`config.mk`:
```
export PLATFORM = sky130hd
export DESIGN_NAME = vec_pack
export DESIGN_NICKNAME = d
export VERILOG_FILES = /design/src/rtl/vec_pack.sv
export VERILOG_INCLUDE_DIRS = /design/src /design/src/rtl
export SDC_FILE = /design/constraint.sdc
export NUM_CORES = 1
export LEC_CHECK = 0
export ABC_AREA = 0
export CORE_ASPECT_RATIO = 1.5
export CORE_MARGIN = 4
export CORE_UTILIZATION = 54
export CTS_BUF_LIST = sky130_fd_sc_hd__clkbuf_4
export DETAILED_ROUTE_END_ITERATION = 16
export PLACE_DENSITY = 0.77
export SYNTH_ARGS = -nofsm -noshare
export SYNTH_HDL_FRONTEND = slang
export SYNTH_SLANG_ARGS = --single-unit
export TNS_END_PERCENT = 5
```
`constraint.sdc`:
```
create_clock -name clk -period 27.8 [get_ports clk]
set_clock_uncertainty 0.05 [all_clocks]
set_input_delay 6.95 -clock clk [delete_from_list [all_inputs] [get_ports clk]]
set_output_delay 6.95 -clock clk [all_outputs]
set_load 0.005 [all_outputs]
```
`src/rtl/global_defines.sv`:
```
`ifndef GLOBAL_DEFINES_SV
`define GLOBAL_DEFINES_SV
`define MAX_EMBEDDING_DIM 8
`define INTEGER_WIDTH 32
`endif

```
`src/rtl/vec_pack.sv`:
```
// vec_pack: ping-pong packer turning an element stream into whole vectors; ports clk/rst, vld_in/rdy_out/elem_in upstream, vld_out/rdy_in/vec_out downstream
`include "global_defines.sv"
module vec_pack #(
  parameter int VEC_LEN = `MAX_EMBEDDING_DIM,
  parameter int DATA_WIDTH = `INTEGER_WIDTH
) (
  input  logic                  clk,
  input  logic                  rst,
  input  logic                  vld_in,
  output logic                  rdy_out,
  input  logic [DATA_WIDTH-1:0] elem_in,
  output logic                  vld_out,
  input  logic                  rdy_in,
  output logic [DATA_WIDTH-1:0] vec_out [VEC_LEN]
);
  localparam int IW = VEC_LEN > 1 ? $clog2(VEC_LEN) : 1;
  logic [DATA_WIDTH-1:0] bank [2][VEC_LEN];
  logic [1:0] full;
  logic wr_bank, rd_bank;
  logic [IW-1:0] wr_idx;
  logic el_xfer, vec_xfer, last;
  assign el_xfer = vld_in && rdy_out;
  assign vec_xfer = vld_out && rdy_in;
  assign last = wr_idx == IW'(VEC_LEN - 1);
  assign rdy_out = !full[wr_bank];
  assign vld_out = full[rd_bank];
  always_comb vec_out = bank[rd_bank];
  // The write bank is never full when written and the read bank is never empty when
  // drained, so the set and clear masks below can never target the same flag at once.
  always_ff @(posedge clk or posedge rst) begin
    if (rst) begin
      for (int b = 0; b < 2; b++)
        for (int i = 0; i < VEC_LEN; i++)
          bank[b][i] <= '0;
      full <= '0;
      wr_bank <= 1'b0;
      rd_bank <= 1'b0;
      wr_idx <= '0;
    end else begin
      if (el_xfer) begin
        bank[wr_bank][wr_idx] <= elem_in;
        wr_idx <= last ? '0 : wr_idx + 1'b1;
        wr_bank <= wr_bank ^ last;
      end
      if (vec_xfer) rd_bank <= ~rd_bank;
      full <= (full & ~(vec_xfer ? 2'b01 << rd_bank : 2'b00))
            | (el_xfer && last ? 2'b01 << wr_bank : 2'b00);
    end
  end
endmodule

```
=== Yosys cells after proc, flatten, opt, wreduce, memory -nomap -nowiden ===
Index checks and enable logic that the tools add are counted.

* Register bits: 519
* Bits of input ports: 36
* Logic and storage cells: 60
* Output and inout port bits: 258

* Bitwise logic cells: 8
* Magnitude comparators: 7
* Muxes and demuxes: 15
* $add $sub $neg: 1
* Reductions and logical operators: 6
* Shift operators: 2
* Eq/ne operators: 1

{| class="wikitable"
|+ Operators by type and width
! cell !! number
|-
| 2-to-1 mux 256 bit || 4
|-
| bitwise mux 512 bit || 1
|-
| demux 256 bit (select 1 bit) || 1
|-
| demux 32 bit (select 3 bit) || 1
|-
| 2-to-1 mux 32 bit || 1
|-
| logical AND 1 bit || 5
|-
| greater-or-equal comparator 2 bit, second input constant || 2
|-
| greater-or-equal comparator 4 bit, second input constant || 1
|-
| < comparator 1 x 2 -> 1 bit, second input constant || 2
|-
| < comparator 4 x 1 -> 1 bit, second input constant || 1
|-
| 2-to-1 mux 1 bit || 4
|-
| 2-to-1 mux 2 bit || 2
|-
| inverter 1 -> 2 bit || 2
|-
| inverter 3 -> 4 bit || 1
|-
| left shift 1 x 1 -> 2 bit, first input constant || 2
|-
| adder 3 x 1 -> 3 bit, second input constant || 1
|-
| == test 3 bit, second input constant || 1
|-
| 2-to-1 mux 3 bit || 1
|-
| AND 2 bit || 1
|-
| < comparator 2 x 1 -> 1 bit, second input constant || 1
|-
| inverter 2 bit || 1
|-
| bitwise OR 2 bit || 1
|-
| logical NOT 1 bit || 1
|-
| inverter 1 bit || 1
|-
| XOR 1 bit || 1
|}

=== Depth between registers and ports, before layout ===
* Word-level depth: 8
* Depth in mapped cells: 6
* Depth with buffers taken out: 5

=== Worst setup path before layout ===
Ideal clock, no wire load.

* Path type: register -> output
* Start point: reg rd_bank
* End point: out vec_out[248] (netlist name)
* Data required time: 20.800 ns
* Path buffers: 3
* Arrival time: 1.449 ns
* Path slack: 19.351 ns
* Stages on the path, launching flop included: 5
* Path through: dfrtp_1 clkbuf_1 clkbuf_1 clkbuf_1 mux2_2

{| class="wikitable"
|+ RTL lines
! element !! line !! RTL
|-
| from (decl) || vec_pack.sv:19 || <nowiki>logic wr_bank, rd_bank;</nowiki>
|-
| from (signal assigned) || vec_pack.sv:45 || <nowiki>if (vec_xfer) rd_bank <= ~rd_bank;</nowiki>
|-
| to (decl) || vec_pack.sv:14 || <nowiki>output logic [DATA_WIDTH-1:0] vec_out [VEC_LEN]</nowiki>
|}

==> flow_metrics.py <==
metrics = {
    "run_status": {
        "status": "finished clean",
    },
    "route": {
        "first_iter_violations": 477,
        "route.detailed.drc": 0,
        "routed_wirelength_um": 54300,
        "postRouteAntennaNets": 0,
        "wl_per_cell_um": 22.5,
        "drt_pass1_iterations": 4,
        "vias_per_cell": 5.50,
        "dr_total_vias": 13255,
    },
    "die": {
        "die_area_um2": 45500,
        "dieWidth_um": 176,
        "start_util": 0.550,
        "fp.coreArea_um2": 41300,
        "dieHeight_um": 259,
        "ios": 294,
        "fp-row-count": 91,
    },
    "global_routing": {
        "grt_max_degree": 147,
        "gr-usage-met3": 0.0511,
        "grt_use_met2": 0.429,
        "grt_pass1_wl_um": 84700,
        "grt_pass1_vias": 14723,
        "grtUsageMet1": 0.281,
        "gr-max-usage-layer": "met2",
        "antenna_found_initial": 3,
        "track_usage": 0.240,
        "grt.overflow.total": 0,
    },
    "clock_network": {
        "clk_path_buf_depth": 3,
        "clock_latency_ns": 0.82,
        "htreeDepth": 3,
        "clock-sinks": 519,
        "postCtsHoldBufs": 0,
        "tritoncts": "built",
        "cts_setup_buffers": 0,
        "cts.reportedPaths.clkPinSlew_ns": 0.07,
        "cts_resized": 0,
        "cts_root_buffer": "clkbuf_4",
        "cts_buffers": 120,
    },
    "logic_synthesis": {
        "ys_ff_latch": 519,
        "synthTopCellsByCount": "mux2_2 (730), dfrtp_1 (519), buf_2 (53)",
        "syn_inst": 1448,
        "netlist.area_leader.share": 0.571,
        "synth_top_area_cell": "dfrtp_1",
        "syn_avg_cell_area_um2": 15.7,
        "synth_cell_types": 27,
        "synth-main-ff-cell": "dfrtp_1",
        "syn-num-nets": 1486,
        "ys_seq_area_frac": 0.571,
        "yosysMostFrequentCell": "mux2_2",
        "synth-edff-count": 0,
        "syn_area_um2": 22700,
        "synthArstFlopShare": 1.00,
        "synth.area.top_cells": "dfrtp_1 (57%), mux2_2 (36%), mux2_4 (2.2%), buf_2 (1.2%), clkbuf_1 (0.73%)",
        "yosysWarnings": 0,
    },
    "placed_design": {
        "dp_cells": 2197,
        "hpwl_um": 35900,
        "gp_congestion": 0.809,
        "io_buffer_count": 293,
    },
    "timing": {
        "period_needed_ns": 11.48,
        "timing.final.crit_share": 0.413,
        "drv_slew": 0,
        "tns_ns": 0,
        "worstMarginPinSlew_ns": 1.14,
        "finalSetupViolations": 0,
        "maxSlewHeadroom": 0.241,
        "rsz0062_at_grt": "no",
        "hold_viol_final": 0,
        "max_freq_mhz": 87.1,
    },
    "finish": {
        "regArea_um2": 13000,
        "fin_nets": 1799,
        "drive_gt1_frac": 0.530,
        "areaGrowthSynthToFinish_pct": 20.5,
        "multi_input_comb_area_um2": 9160,
        "nFillCells": 3048,
        "post_layout_nonfiller_instances": 2411,
        "final_core_util": 0.663,
    },
    "pwr": {
        "peakVddDrop_mv": 0.0696,
        "p_per_area_nw_per_um2": 122,
        "p_leak_nw": 12.6,
    },
    "worst_setup_path": {
        "r2r_cells": 4,
        "cp.required_ns": 20.80,
        "cp-end-kind": "output port",
        "critPathArrivalTime_ns": 4.48,
        "critPathKind": "register to output port",
        "critPathMaxFanout": 82,
        "start_kind": "register",
    },
    "run": {
        "cap_violations": 0,
    },
    "hold_path": {
        "hold_path_depth": 1,
        "worst_hold_path_type": "register to register",
    },
}
## layout by cell type (no fill, tap or decap)
cell type,n
clkdlybuf4s50_1,293
and3_1,1
or3_2,1
clkinv_2,8
nor2_4,1
buf_4,14
and3_2,1
o22a_1,1
nor3b_4,2
clkbuf_4,168
bufinv_16,2
clkinv_1,31
nand2_1,4
mux2_4,34
a21oi_1,1
nor2b_4,2
o21ai_0,1
mux2i_1,1
o31ai_1,1
clkinvlp_4,1
dfrtp_4,1
a31oi_1,1
mux2_2,730
nor2b_1,2
nand4b_4,1
diode_2,1
nor2_1,5
mux2_1,8
nand2_2,9
inv_2,3
ha_1,2
inv_8,1
dfrtp_1,518
and4bb_2,2
nor4b_4,1
## cell type report
| type | instances | area share |
|---|---|---|
| timing repair buffer | 307 | 0.111 |
| clock inverter | 45 | 0.00859 |
| sequential | 519 | 0.474 |
| antenna | 1 | 0.0000913 |
| tap | 558 | 0.0255 |
| clock buffer | 168 | 0.0460 |
| inverter | 1 | 0.000411 |
| multi-input combinational | 812 | 0.334 |
## per-stage QoR
step                      total power [mW]  setup WS (ns)  hold WS [ns]  instance area, um2
after global placement                2.75          17.17         0.414               25900
after global routing                  3.55          16.10         0.457               27400
after detailed placement              2.79          17.16         0.421               25900
after floorplan                       2.05           6.30         0.404               22700
after CTS                             3.39          16.22         0.437               27400
final                                 3.35          16.32         0.435               27400
## power by group
group          internal [mW]  switching, mW  total [mW]
clock network          0.297          0.291       0.588
logic                  0.959          0.470        1.43
registers               1.11          0.224        1.33
## metal layers
| metal | share of wire | vias to the layer above |
|---|---|---|
| met5 | 0.00042 | - |
| met4 | 0.037 | 4 |
| met3 | 0.044 | 104 |
| met2 | 0.53 | 351 |
| met1 | 0.39 | 6930 |
| li1 | - | 5866 |
## sequential cells by signal, indices dropped and copies added (netlist names)
register and count:
rd_bank 1, wr_bank 1, wr_idx 3, full 2, bank 512
## path summary, 6_finish.rpt
path | to | startpoint | slack [ns]
min in group asynchronous | bank[10] | rst | 6.73
max reg2reg | bank[337] | wr_idx[1] | 25.15
min | bank[346] | bank[346] | 0.43
max | vec_out[173] | rd_bank | 16.32
min reg2reg | bank[346] | bank[346] | 0.43
max in group asynchronous | bank[24] | rst | 18.65
## critical path: stages (launching register included)
cell	delay, ns
dfrtp_4	0.95
buf_4	0.80
buf_4	0.84
mux2_2	0.42
clkdlybuf4s50_1	0.47
## cell families after synthesis
kind of cell | synth area share
AOI/OAI and AO/OA | 0.00143
adders and majority gates | 0.00110
buffers and inverters | 0.0287
DFF | 0.571
muxes | 0.388
and+or+nand+nor | 0.00935
No activity file was read; power rests on OpenSTA's default activity.
